### config.mk
export PLATFORM = sky130hd
export DESIGN_NAME = spi_slave_seq
export DESIGN_NICKNAME = d
export VERILOG_FILES = /design/src/rtl/spi_slave_seq.sv
export SDC_FILE = /design/constraint.sdc
export NUM_CORES = 1
export LEC_CHECK = 0
export BUFFER_PORTS_ARGS = -buffer_cell sky130_fd_sc_hd__buf_2
export CORE_MARGIN = 10
export CORE_UTILIZATION = 45
export CTS_CLUSTER_DIAMETER = 50
export CTS_CLUSTER_SIZE = 8
export DETAILED_ROUTE_END_ITERATION = 16
export HOLD_SLACK_MARGIN = 0.02
export PLACE_DENSITY = 0.67
export RECOVER_POWER = 25
export SYNTH_ARGS = -nofsm -noshare
export SYNTH_HDL_FRONTEND = slang
export SYNTH_SLANG_ARGS = --single-unit
### constraint.sdc
create_clock -name clk -period 1.84 [get_ports clk]
set_clock_uncertainty 0.15 [all_clocks]
set_input_delay 0.092 -clock clk [delete_from_list [all_inputs] [get_ports clk]]
set_output_delay 0.092 -clock clk [all_outputs]
set_load 0.005 [all_outputs]
### src/rtl/spi_slave_seq.sv
// Byte sequencer for spi_slave: feeds TX bytes, captures RX bytes, tracks frames on ssn.
// Host side sees show-ahead TX/RX FIFOs, sticky error flags and a per-frame byte count.
module spi_slave_seq #(
    parameter int         FIFO_DEPTH = 4,
    parameter logic [7:0] FILL_BYTE  = 8'hFF
) (
    input  logic       clk,
    input  logic       rst_n,
    input  logic       cfg_en,
    input  logic       cfg_cpol,
    input  logic       cfg_cpha,
    input  logic [7:0] tx_wdata,
    input  logic       tx_wr,
    output logic       tx_full,
    output logic [7:0] rx_rdata,
    input  logic       rx_rd,
    output logic       rx_empty,
    input  logic       clr_flags,
    output logic       tx_underrun,
    output logic       rx_overrun,
    output logic       frame_done,
    output logic [7:0] frame_len,
    input  logic       ssn,
    input  logic       tr_done_s,
    input  logic [7:0] data_r_s,
    output logic [7:0] data_s,
    output logic [7:0] spcon_s
);
    localparam int AW = $clog2(FIFO_DEPTH);
    localparam logic [AW:0] PTR_ONE = 1;

    typedef enum logic [1:0] {ST_IDLE, ST_ACTIVE, ST_END} state_t;

    state_t      state, state_nxt;
    logic        ssn_m, ssn_s;
    logic        cur_valid;
    logic [7:0]  cnt, cnt_nxt;
    logic [7:0]  tx_mem [FIFO_DEPTH];
    logic [7:0]  rx_mem [FIFO_DEPTH];
    logic [AW:0] tx_wp, tx_rp, rx_wp, rx_rp;
    logic        tx_empty, rx_full;
    logic        en_l, tr;
    logic        tx_push, tx_pop, rx_push, rx_pop, rx_drop;
    logic [7:0]  tx_head;

    always_ff @(posedge clk or negedge rst_n) begin
        if (!rst_n) begin
            ssn_m <= 1'b1;
            ssn_s <= 1'b1;
        end else begin
            ssn_m <= ssn;
            ssn_s <= ssn_m;
        end
    end

    // Enable is the copy latched into spcon_s, so it is frozen for the whole frame.
    assign en_l = spcon_s[0];
    assign tr   = tr_done_s && (state == ST_ACTIVE) && en_l;

    always_ff @(posedge clk or negedge rst_n) begin
        if (!rst_n) state <= ST_IDLE;
        else        state <= state_nxt;
    end

    always_comb begin
        state_nxt  = state;
        frame_done = 1'b0;
        case (state)
            ST_IDLE:   if (!ssn_s && en_l) state_nxt = ST_ACTIVE;
            ST_ACTIVE: if (ssn_s) state_nxt = ST_END;
            ST_END: begin
                frame_done = 1'b1;
                state_nxt  = ST_IDLE;
            end
            default:   state_nxt = ST_IDLE;
        endcase
    end

    assign tx_empty = (tx_wp == tx_rp);
    assign tx_full  = (tx_wp[AW] != tx_rp[AW]) && (tx_wp[AW-1:0] == tx_rp[AW-1:0]);
    assign rx_empty = (rx_wp == rx_rp);
    assign rx_full  = (rx_wp[AW] != rx_rp[AW]) && (rx_wp[AW-1:0] == rx_rp[AW-1:0]);
    assign tx_head  = tx_mem[tx_rp[AW-1:0]];
    assign rx_rdata = rx_empty ? 8'h00 : rx_mem[rx_rp[AW-1:0]];

    assign tx_push = tx_wr && !tx_full;
    assign tx_pop  = !tx_empty && (((state == ST_IDLE) && !cur_valid) || tr);
    // A pop on a full RX frees the slot the same cycle, so the push still lands.
    assign rx_pop  = rx_rd && !rx_empty;
    assign rx_push = tr && (!rx_full || rx_rd);
    assign rx_drop = tr && rx_full && !rx_rd;

    always_ff @(posedge clk) begin
        if (tx_push) tx_mem[tx_wp[AW-1:0]] <= tx_wdata;
        if (rx_push) rx_mem[rx_wp[AW-1:0]] <= data_r_s;
    end

    always_ff @(posedge clk or negedge rst_n) begin
        if (!rst_n) begin
            tx_wp <= '0;
            tx_rp <= '0;
            rx_wp <= '0;
            rx_rp <= '0;
        end else begin
            if (tx_push) tx_wp <= tx_wp + PTR_ONE;
            if (tx_pop)  tx_rp <= tx_rp + PTR_ONE;
            if (rx_push) rx_wp <= rx_wp + PTR_ONE;
            if (rx_pop)  rx_rp <= rx_rp + PTR_ONE;
        end
    end

    always_comb begin
        cnt_nxt = cnt;
        if ((state == ST_IDLE) && (state_nxt == ST_ACTIVE)) cnt_nxt = 8'd0;
        else if (tr && (cnt != 8'hFF))                       cnt_nxt = cnt + 8'd1;
    end

    always_ff @(posedge clk or negedge rst_n) begin
        if (!rst_n) begin
            data_s      <= FILL_BYTE;
            cur_valid   <= 1'b0;
            spcon_s     <= 8'h00;
            tx_underrun <= 1'b0;
            rx_overrun  <= 1'b0;
            cnt         <= 8'd0;
            frame_len   <= 8'd0;
        end else begin
            cnt <= cnt_nxt;
            if (state == ST_IDLE) spcon_s <= {5'b0, cfg_cpol, cfg_cpha, cfg_en};
            if (tr) begin
                data_s    <= tx_empty ? FILL_BYTE : tx_head;
                cur_valid <= !tx_empty;
            end else if (tx_pop) begin
                data_s    <= tx_head;
                cur_valid <= 1'b1;
            end
            if (tr && !cur_valid) tx_underrun <= 1'b1;
            else if (clr_flags)   tx_underrun <= 1'b0;
            if (rx_drop)          rx_overrun  <= 1'b1;
            else if (clr_flags)   rx_overrun  <= 1'b0;
            // Capture the post-update count so a byte finishing on the exit cycle is included.
            if ((state == ST_ACTIVE) && (state_nxt == ST_END)) frame_len <= cnt_nxt;
        end
    end

endmodule

After elaboration in Yosys (flattened, before gate mapping)
Memory sizes are Yosys's and may differ from the RTL's.
Cells that the tools add are included.
{"block": "word_totals", "reg_bits": 46, "ramBits": 64, "wordCells": 80, "output_inout_bits": 37, "inputBits": 26, "n_memories": 2}
{"name": "rx_mem", "depth": 4, "word_bits": 8, "read_ports": 1, "rd_ports_with_merged_regs": 0, "wr": 1, "line": "39", "text": "logic [7:0] rx_mem [FIFO_DEPTH];"}
{"name": "tx_mem", "depth": 4, "word_bits": 8, "read_ports": 1, "rd_ports_with_merged_regs": 0, "wr": 1, "line": "38", "text": "logic [7:0] tx_mem [FIFO_DEPTH];"}
{"block": "op_classes", "muxes": 19, "n_reduce_logical": 29, "addsub": 5, "eq_ne": 11}
{"op": "8-bit 2-to-1 mux", "n": 6}
{"op": "1-bit logical AND", "n": 16}
{"op": "3-bit by 1-bit adder with 3-bit output (second input constant)", "n": 4}
{"op": "1-bit 2-to-1 mux", "n": 10}
{"op": "8-bit by 1-bit adder with 8-bit output (second input constant)", "n": 1}
{"op": "8-bit != test (second input constant)", "n": 1}
{"op": "1-bit zero test", "n": 7}
{"op": "3-bit == test", "n": 2}
{"op": "2-bit nonzero test", "n": 3}
{"op": "2-bit by 1-bit == test with 1-bit output (second input constant)", "n": 2}
{"op": "2-bit == test", "n": 2}
{"op": "2-bit == test (second input constant)", "n": 2}
{"op": "2-bit 2-to-1 mux", "n": 2}
{"op": "2-bit case mux with 2 select lines", "n": 1}
{"op": "2-bit zero test", "n": 1}
{"op": "1-bit logical OR", "n": 2}
{"op": "1-bit != test", "n": 2}

Depth between registers and ports, before layout
Gate-level depths: netlist (run 1).
{"block": "depth", "word_depth": 7, "mapped_depth": 6, "mapped_depth_nobuf": 5}

Least setup slack after synthesis (run 1)
Ideal clock, no wire load.
{"block": "synth_path", "kind": "reg-to-reg", "from": "reg state[1]", "to": "mem rx_mem[3][0], enable pin", "path_slack_ps": -13, "t_arrival_ps": 1363, "path_stages_with_launch": 5, "synth_period_minus_slack_ps": 1853, "cell_sequence": "dfrtp_1 buf_6 nand4b_4 a41oi_2 and2_1"}
{"block": "synth_via", "elab_chain_cells": 6}
{"element": "from (decl)", "line": "34", "text": "state_t state, state_nxt;"}
{"element": "from (signal assigned)", "line": "62", "text": "else state <= state_nxt;"}
{"element": "2-bit by 1-bit == test with 1-bit output", "line": "58", "text": "assign tr = tr_done_s && (state == ST_ACTIVE) && en_l;"}
{"element": "1-bit logical AND (2 in series)", "line": "58"}
{"element": "1-bit logical AND", "line": "90", "text": "assign rx_push = tr && (!rx_full || rx_rd);"}
{"element": "1-bit 2-to-1 mux", "line": "95", "text": "if (rx_push) rx_mem[rx_wp[AW-1:0]] <= data_r_s;"}
{"element": "1-bit 2-to-1 mux (implied by the code)", "line": "95"}
{"element": "to (decl)", "line": "39"}
No other way between the ends.

Worst setup path after layout (run 1)
{"block": "layout_path", "from": "reg rx_rp[0]", "to": "out rx_rdata[3]"}
{"block": "layout_via", "elab_chain_cells": 2, "elab_cells_between_ends": 3, "cone_classes": "eq/ne (1); mux (1); memory (1)"}
{"element": "from (decl)", "line": "40", "text": "logic [AW:0] tx_wp, tx_rp, rx_wp, rx_rp;"}
{"element": "from (signal assigned)", "line": "108", "text": "if (rx_pop) rx_rp <= rx_rp + PTR_ONE;"}
{"element": "memory 4 x 8 bit / 3-bit == test (equally long branches)"}
{"element": "8-bit 2-to-1 mux (*)", "line": "84", "text": "assign rx_rdata = rx_empty ? 8'h00 : rx_mem[rx_rp[AW-1:0]];"}
{"element": "to (decl)", "line": "15", "text": "output logic [7:0] rx_rdata,"}
Mark *: on every way between the ends. The rest lies on a longest branch, timed or not.

==> flow_summary.toml, run 1 <==
[grt]
grt_pass1_vias = 2774
grt_max_degree = 22
use_met1_pct = 15.5
gr-usage-met3_pct = 2.71
grt.overflow.total = 0
grt_pass1_wl_um = 14000
grt-busiest-layer = "met2"
grtUsageMet2_pct = 18.9
track_usage_pct = 11.9
antenna_found_initial = 0

[yosys]
async_reset_ff_share_pct = 41.8
netlist_top_cells_count = "edfxtp_1, dfrtp_1, nor2_1"
ys_seq_area_share_pct = 65.4
synth-seq-cells = 110
synth_most_common_cell = "edfxtp_1"
syn_area_per_cell_sq_um = 15.9
synth_edf_count = 64
synth_flop_cell = "edfxtp_1"
synth_top_area_share_pct = 40.7
synth_area_leader_cell = "edfxtp_1"
synth.top_cells.by_area = "edfxtp_1, dfrtp_1, dfstp_2"
synth_cell_type_count = 51
syn_area_sq_mm = 0.00472
syn-instance-count = 296
ys_warn_count = 0

[route]
drt_iter0_drc = 111
avgViaCountPerCell = 4.86
firstDrtPassIters = 4
via_count = 2659
wl_um = 8690
wire_per_inst_um = 15.9
drc = 0
ant_nets = 0

[pwr]
leakagePower_nw = 2.39
swShare_pct = 32.7
power_mw = 8.00
power_frac_comb_pct = 35.7
ir_drop_mv = 0.628
p_clk_share_pct = 19.5
switchingPower_mw = 2.61
p_int_mw = 5.38
share_seq_of_total_power_pct = 44.8
p_per_area_mw_per_mm2 = 1360

[setup_path]
crit_required_ns = 1.60
crit_arrival_ns = 1.72
worstSetupPathType = "flop to primary output"
reg2reg_from = "rx_rp[0]$_DFFE_PN0P_"
r2r_slack_ns = 0.07
crit_path_top_delay_cell = "mux4_2"
cp_cell_sequence = "clkbuf_16 -> mux4_2 -> nor2b_1 -> buf_2"
slowest_delay_ns = 0.48
worst_r2r_path_depth = 5
cp_max_fo = 4
start_kind = "flop"
r2r-end = "rx_overrun$_DFFE_PN0P_"
crit_path_end_kind = "primary output"
path_delay_family = "multiplexers"
critPathBufInv = 2

[layout]
n_antenna_cell = 0
fill_cells = 855
syn_to_final_growth_pct = 24.5
layout-drive-gt1-share_pct = 32.6
fin_nets = 443
final_cells = 547
multi_input_area_sq_mm = 0.00156
final_area_sq_mm = 0.00588
regArea_sq_mm = 0.00309
post-route-util_pct = 57.2

[placed_design]
place_congestion = 0.812
dp_slack_ns = 0.0324
port_buffers = 57
dp.cells = 500
placed_area_sq_mm = 0.00529
hpwl_um = 6190

[timing]
tightestPinTransition_ns = 0.919
finalCritPeriodShare_pct = 107
relSlewSlack_pct = 38.7
max_freq_ghz = 0.509
finalSetupViolations = 8
timing.final.ws_setup_ns = -0.126
maxSlewViolCount = 0
hold_ws_ns = 0.0942
finalHoldViolCount = 0
min_period_ns = 1.97
setup_tns_ns = -0.916
rsz0062_at_grt = "yes"

[clock_tree]
clk_pin_slew_ns = 0.10
cts_tree = "built"
cts_inserted_buffers = 9
h-tree-depth = 3
clockRootBuffer = "clkbuf_8"
cts.sinks = 110
ctsLongestPathBuffers = 2
clock_latency_ns = 0.37

[die]
core_sq_mm = 0.0103
row_count = 37
dieArea_sq_mm = 0.0150
die_w_um = 122
die_height_um = 122
start_util_pct = 45.9
ios = 63

[status]
violations = "setup timing"
outcome = "finished, violations left"

[hold_path]
min-delay-path-class = "input port to flop"
hold_path_end = "tx_wp[0]$_DFFE_PN0P_"
hold_depth = 5
min_from = "tx_wr"

[flow_run]
cap_violations = 0
## power groups by stage
stage / clock (mW) / sequential [mW] / combinational, mW
2_1_floorplan: 0 / 3.49 / 1.84
3_3_place_gp: 0 / 3.56 / 2.63
3_5_place_dp: 0 / 3.58 / 2.69
4_1_cts: 1.59 / 3.56 / 2.81
5_1_grt: 1.70 / 3.64 / 3.19
6_report: 1.56 / 3.58 / 2.86
## cell type report
cell class | count | share of cell area (%)
clock buffer | 9 | 2.11
clock inverter | 7 | 1.62
inverter | 15 | 0.958
multi-input combinational | 162 | 26.5
sequential | 110 | 52.6
tap | 136 | 2.90
timing repair buffer | 108 | 13.4
## repair_timing
action                     in CTS  in global routing
setup buffers                   1                  2
resized for setup               5                 11
hold buffers                   27                  0
hold endpoints to repair      111                  0
setup endpoints to repair      10                 41
pin swaps                       0                  2
gates cloned                    0                  1
## worst max path at each step
stage / endpoint / slack [ns] / cells past startpoint / from
4_1_cts: rx_rdata[0] / -0.15 / 4 / rx_rp[0]$_DFFE_PN0P_
3_3_place_gp: tx_mem[2][3]$_DFFE_PP_ / 0.09 / 3 / tx_rp[2]$_DFFE_PN0P_
3_5_place_dp: tx_mem[0][5]$_DFFE_PP_ / 0.03 / 3 / tx_rp[2]$_DFFE_PN0P_
5_1_grt: rx_rdata[2] / -0.17 / 4 / rx_rp[0]$_DFFE_PN0P_
6_report: rx_rdata[3] / -0.13 / 4 / rx_rp[0]$_DFFE_PN0P_
2_1_floorplan: rx_mem[2][0]$_DFFE_PP_ / 0.02 / 4 / state[1]$_DFF_PN0_
## tightest hold or removal path, stage by stage
cell and delay [ns]:
buf_2 0.10, inv_1 0.08, a31oi_4 0.05, buf_4 0.14, xnor2_1 0.11
## cells by family after synthesis
kind of cell / Yosys count / synth area share [%]
xor gates and xnor gates: 18 / 3.66
DFF: 110 / 65.4
AOI/OAI and AO/OA: 27 / 4.77
muxes: 29 / 11.2
other: 1 / 0.0794
and+or+nand+nor: 72 / 8.88
adders and majority gates: 11 / 2.92
buffers and inverters: 28 / 3.18
## routing by layer
layer | vias to the layer above | wire (um)
met2 | 44 | 4250
li1 | 1302 | -
met4 | 0 | 141
met5 | - | 0
met1 | 1301 | 3910
met3 | 12 | 398
## state kept, by name, summed over array words and instances, names as in the netlist, 2 cells and up
| name | flops |
|---|---|
| rx_rp | 3 |
| spcon_s | 3 |
| cnt | 8 |
| frame_len | 8 |
| rx_wp | 3 |
| tx_mem | 32 |
| rx_mem | 32 |
| data_s | 8 |
| state | 2 |
| tx_wp | 3 |
| tx_rp | 3 |
## cell usage in the layout (no fill, tap or decap), types with 7 or more instances in the layout
cell type      synthesis  routed
buf_4                  7      16
inv_1                 15      15
o21ai_0                7       7
dfrtp_1               36      32
edfxtp_1              64      64
mux2i_1                8       8
buf_2                  3      49
ha_1                  11      11
clkbuf_8               0       9
nand2_1               15      15
mux4_1                 8       8
clkbuf_1               1      10
mux4_2                 8       8
nor2_1                17      17
dfstp_2               10      10
nor2b_1                9       9
dlygate4sd3_1          0      27
No activity file was read; power rests on OpenSTA's default activity.
==> run 2: changes to the inputs <==
--- a/config.mk
+++ b/config.mk
@@ -14,3 +14,3 @@
 export HOLD_SLACK_MARGIN = 0.02
-export PLACE_DENSITY = 0.67
+export PLACE_DENSITY = 0.65
 export RECOVER_POWER = 25
==> constraint.sdc (replaced) <==
create_clock -name clk -period 1.84 [get_ports clk]
set_clock_uncertainty 0.15 [all_clocks]
set_input_delay 0.368 -clock clk [delete_from_list [all_inputs] [get_ports clk]]
set_output_delay 0.368 -clock clk [all_outputs]
set_load 0.005 [all_outputs]
==> run 2 against run 1 <==
Net effect:
- largest cell class unchanged
- the flow still finishes with violations (setup timing)
- combinational power rose by 22%
- non-clock buffer count did not move
- clock power fell by 4%
- sequential power fell by 2%
- global-route usage rose by 0.77 points
- sequential share of layout area fell by 0.32 points
- maximum frequency fell by 12%
- flip-flop and latch count did not move
==> flow_summary.toml, run 2 (synthesized netlist as in run 1, its figures left out) <==
[setup_path]
start_kind = "flop"
cp_max_fo = 8
startpoint = "rx_rp[0]$_DFFE_PN0P_"
critPathBufInv = 2
slowest_delay_ns = 0.50
worstSetupPathType = "flop to primary output"
crit_required_ns = 1.32
crit_path_top_delay_cell = "mux4_2"
path_delay_family = "multiplexers"
crit_path_end_kind = "primary output"
reg2reg_from = "rx_rp[0]$_DFFE_PN0P_"
crit_arrival_ns = 1.72
cp_cell_sequence = "buf_12 -> mux4_2 -> nor2b_4 -> buf_2"

[timing]
max_freq_ghz = 0.447
setup_tns_ns = -3.30
finalHoldViolCount = 0
timing.final.ws_setup_ns = -0.397
hold_ws_ns = 0.0607
min_period_ns = 2.24
rsz0062_at_grt = "yes"
tightestPinTransition_ns = 1.13
finalSetupViolations = 10
finalCritPeriodShare_pct = 122
maxSlewViolCount = 0
relSlewSlack_pct = 24.8

[status]
violations = "setup timing"
outcome = "finished, violations left"

[layout]
final_area_sq_mm = 0.00592
n_antenna_cell = 0
fin_nets = 443
final_common_cell = "edfxtp_1"
layout-drive-gt1-share_pct = 40.9
syn_to_final_growth_pct = 25.3
most-common-layout-cells = "edfxtp_1, buf_2, buf_4, dfrtp_1, nor2_1"
post-route-util_pct = 57.6

[die]
start_util_pct = 45.9
die_height_um = 122
core_sq_mm = 0.0103
row_count = 37
ios = 63
dieArea_sq_mm = 0.0150
die_w_um = 122

[route]
via_count = 2665
avgViaCountPerCell = 4.87
drt_iter0_drc = 176
ant_nets = 0
drc = 0
wl_um = 8890
wire_per_inst_um = 16.2
firstDrtPassIters = 4

[placed_design]
place_congestion = 0.809
placed_area_sq_mm = 0.00534
port_buffers = 57
hpwl_um = 6230

[clock_tree]
cts.sinks = 110
clk_pin_slew_ns = 0.11
clock_latency_ns = 0.39
cts_tree = "built"
ctsLongestPathBuffers = 2
h-tree-depth = 3
cts_inserted_buffers = 9
clockRootBuffer = "clkbuf_8"

[hold_path]
min_from = "cfg_cpol"
min-delay-path-class = "input port to flop"

[pwr]
leakagePower_nw = 2.43
ir_drop_mv = 0.666
p_per_area_mw_per_mm2 = 1440

[grt]
track_usage_pct = 12.7
grt_max_degree = 47
antenna_found_initial = 0
grt.overflow.total = 0
grt_pass1_wl_um = 14600
grt_pass1_vias = 2888

[flow_run]
cap_violations = 0
run 2: changes by cell type in the layout (fill, tap and decap cells not counted), moves of 3 or more:
cell and change:
buf_4 +20, dlygate4sd3_1 -18, and2_4 +4, buf_2 -4, and2_1 -3, buf_6 +3, nor2b_1 -3, nor2b_4 +3
run 2: metal layers:
metal / wire length [um] / part of all wire [%] / vias up / global-route usage [%]
li1: - / - / 1296 / -
met1: 3810 / 43 / 1307 / 15.2
met5: 0 / 0 / - / 0
met2: 4530 / 51 / 54 / 21.0
met4: 136 / 1.5 / 0 / 5.08
met3: 419 / 4.7 / 8 / 4.04
run 2: final timing paths:
| kind | to | slack [ns] | cells after the start |
|---|---|---|---|
| worst max-delay path | rx_rdata[2] | -0.40 | 4 |
| worst min-delay path | spcon_s[2]$_DFFE_PN0N_ | 0.06 | 2 |
| worst max register to register | rx_mem[0][4]$_DFFE_PP_ | 0.06 | 5 |
| worst min register to register | ssn_s$_DFF_PN1_ | 0.22 | 0 |
| max in group asynchronous | tx_rp[0]$_DFFE_PN0P_ | 0.11 | 3 |
| min in group asynchronous | tx_rp[1]$_DFFE_PN0P_ | 0.66 | 3 |
run 2: where the power goes:
| part | switching (mW) | internal, mW | leakage [nW] |
|---|---|---|---|
| combinational | 1.60 | 1.90 | 1.18 |
| sequential | 0.317 | 3.21 | 1.14 |
| clock | 0.932 | 0.563 | 0.108 |
| total | 2.85 | 5.67 | 2.43 |
run 2: timing repair:
item | CTS | global route
setup buffers | 12 | 5
endpoints found under the setup margin | 11 | 59
hold buffers | 9 | 0
endpoints found under the hold margin | 62 | 0
gates cloned | 0 | 0
gates resized for setup | 18 | 21
pin swaps | 6 | 6
run 2: stage by stage:
| step | setup WS (ns) | cells | total power [mW] |
|---|---|---|---|
| 6_report | -0.397 | 547 | 8.52 |
| 5_1_grt | -0.484 | 547 | 9.09 |
| 4_1_cts | -0.428 | 543 | 8.41 |
| 3_5_place_dp | -0.0110 | 506 | 6.39 |
| 3_3_place_gp | 0.0237 | 506 | 6.32 |
| 2_1_floorplan | 0.0247 | 300 | 5.33 |
run 2: layout make-up:
type | count | area, sq um
clock buffer | 9 | 124
tap | 136 | 170
inverter | 15 | 56.3
fill | 830 | 4360
multi-input combinational | 162 | 1650
sequential | 110 | 3090
timing repair buffer | 108 | 733
clock inverter | 7 | 93.8
==> run 3: changes to the inputs <==
- PLACE_DENSITY: 0.65 -> default
- PLACE_DENSITY_LB_ADDON: default -> 0.05
- SETUP_SLACK_MARGIN: default -> 0.4
==> run 3 against run 2 <==
Net effect:
- the flow still finishes with violations (setup timing)
- total power up 16%
- worst setup slack better by 0.035 ns
- sequential power up 3%
- via count up 3.8%
- maximum frequency up 1.6%
- first-iteration DRC count down 13%
- global-route usage up 0.93 points
- hold slack better by 0.011 ns
- register-to-register slack worse by 0.05 ns
==> flow_summary.toml, run 3 (synthesized netlist as in run 1, its figures left out) <==
[die]
dieArea_sq_mm = 0.0150
row_count = 37
start_util_pct = 45.9
ios = 63
die_w_um = 122
core_sq_mm = 0.0103
die_height_um = 122

[clock_tree]
clock_latency_ns = 0.37
cts_tree = "built"
ctsLongestPathBuffers = 2
clk_pin_slew_ns = 0.10
cts.sinks = 110
h-tree-depth = 3
cts_inserted_buffers = 9
clockRootBuffer = "clkbuf_8"

[timing]
timing.final.ws_setup_ns = -0.363
hold_ws_ns = 0.0714
maxSlewViolCount = 0
setup_tns_ns = -3.12
rsz0062_at_grt = "yes"
max_freq_ghz = 0.454
min_period_ns = 2.20
finalCritPeriodShare_pct = 120
finalSetupViolations = 10
finalHoldViolCount = 0

[route]
wl_um = 9690
ant_nets = 0
drc = 0
avgViaCountPerCell = 4.92
via_count = 2765
wire_per_inst_um = 17.2
drt_iter0_drc = 154
firstDrtPassIters = 4

[pwr]
share_seq_of_total_power_pct = 36.7
p_int_mw = 6.64
switchingPower_mw = 3.22
leakagePower_nw = 2.68
power_frac_comb_pct = 49.6
ir_drop_mv = 0.884
swShare_pct = 32.7
p_per_area_mw_per_mm2 = 1530
p_clk_share_pct = 13.7

[layout]
final_common_cell = "edfxtp_1"
layout-drive-gt1-share_pct = 53.5
fin_nets = 458
final_cells = 562
syn_to_final_growth_pct = 36.6
most-common-layout-cells = "edfxtp_1, buf_2, buf_6, buf_4, dfrtp_1"
n_antenna_cell = 0

[setup_path]
r2r-end = "rx_mem[2][6]$_DFFE_PP_"
crit_path_top_delay_cell = "dfrtp_1"
r2r_slack_ns = 0.01
crit_end = "rx_rdata[7]"
cp_max_fo = 7
slowest_delay_ns = 0.42
worst_r2r_path_depth = 5
crit_arrival_ns = 1.68
reg2reg_from = "rx_rp[0]$_DFFE_PN0P_"
worstSetupPathType = "flop to primary output"
startpoint = "rx_rp[0]$_DFFE_PN0P_"
crit_required_ns = 1.32
crit_path_end_kind = "primary output"
cp_cell_sequence = "buf_12 -> xnor2_4 -> and3b_2 -> clkbuf_16 -> nor2b_4 -> buf_2"
start_kind = "flop"

[grt]
grt_max_degree = 47
gr-usage-met3_pct = 3.72
antenna_found_initial = 0
grt.overflow.total = 0
grt_pass1_vias = 3011
track_usage_pct = 13.6
grt-busiest-layer = "met2"
use_met1_pct = 17.2
grtUsageMet2_pct = 22.3
grt_pass1_wl_um = 15700

[placed_design]
hpwl_um = 6140
dp.cells = 502
port_buffers = 57
dp_slack_ns = -0.0253
place_congestion = 0.738

[flow_run]
cap_violations = 0

[status]
outcome = "finished, violations left"
violations = "setup timing"

[hold_path]
min-delay-path-class = "input port to flop"
-- run 3: worst max-delay path, delay by kind of cell (launching register included) --
family	cells	cell delay, ns
and+or+nand+nor	2	0.34
xor gates and xnor gates	1	0.12
DFF	1	0.42
buffers and inverters	3	0.45
-- run 3: what timing repair did --
| action | CTS | global route |
|---|---|---|
| pin swaps | 39 | 18 |
| gates resized for setup | 66 | 29 |
| endpoints found under the setup margin | 124 | 135 |
| hold buffers | 2 | 0 |
| buffers inserted | 26 | 11 |
| cloned | 5 | 0 |
| endpoints found under the hold margin | 37 | 0 |
-- run 3: how the worst min path moves through the flow --
stage | start | endpoint | slack (ns) | cells past startpoint
6_report | data_r_s[5] | rx_mem[2][5]$_DFFE_PP_ | 0.07 | 1
5_1_grt | data_r_s[5] | rx_mem[2][5]$_DFFE_PP_ | 0.05 | 1
4_1_cts | tx_wdata[7] | tx_mem[1][7]$_DFFE_PP_ | 0.04 | 1
3_5_place_dp | ssn_m$_DFF_PN1_ | ssn_s$_DFF_PN1_ | 0.20 | 0
3_3_place_gp | ssn_m$_DFF_PN1_ | ssn_s$_DFF_PN1_ | 0.20 | 0
2_1_floorplan | rst_n | cnt[0]$_DFF_PN0_ | -0.08 | 0
-- run 3: power groups by stage --
stage / combinational (mW) / clock, mW / sequential [mW]
finish: 4.89 / 1.35 / 3.62
global route: 5.32 / 1.49 / 3.69
CTS: 4.67 / 1.39 / 3.62
detailed placement: 3.45 / 0 / 3.68
global placement: 3.41 / 0 / 3.66
floorplan: 2.49 / 0 / 3.60
-- run 3: per-stage QoR --
step | area [sq um] | util, % | power, mW
floorplan | 5020 | - | 6.09
global placement | 5560 | 54.1 | 7.07
detailed placement | 5560 | 54.1 | 7.13
CTS | 6270 | 61.0 | 9.68
global route | 6450 | 62.7 | 10.5
finish | 6450 | 62.7 | 9.86
-- run 3: cell type report --
type	count	area (sq um)
Clock inverter	6	43.8
Multi-Input combinational cell	164	1930
Fill cell	806	3830
Clock buffer	10	138
Sequential cell	110	3100
Timing Repair Buffer	121	1010
Tap cell	136	170
Inverter	15	56.3
-- run 3: layer usage --
metal	up-vias	part of all wire [%]	wire length, um
li1	1328	-	-
met1	1365	43	4150
met2	62	51	4990
met3	10	4.7	456
met4	0	0.98	95
met5	-	0	0
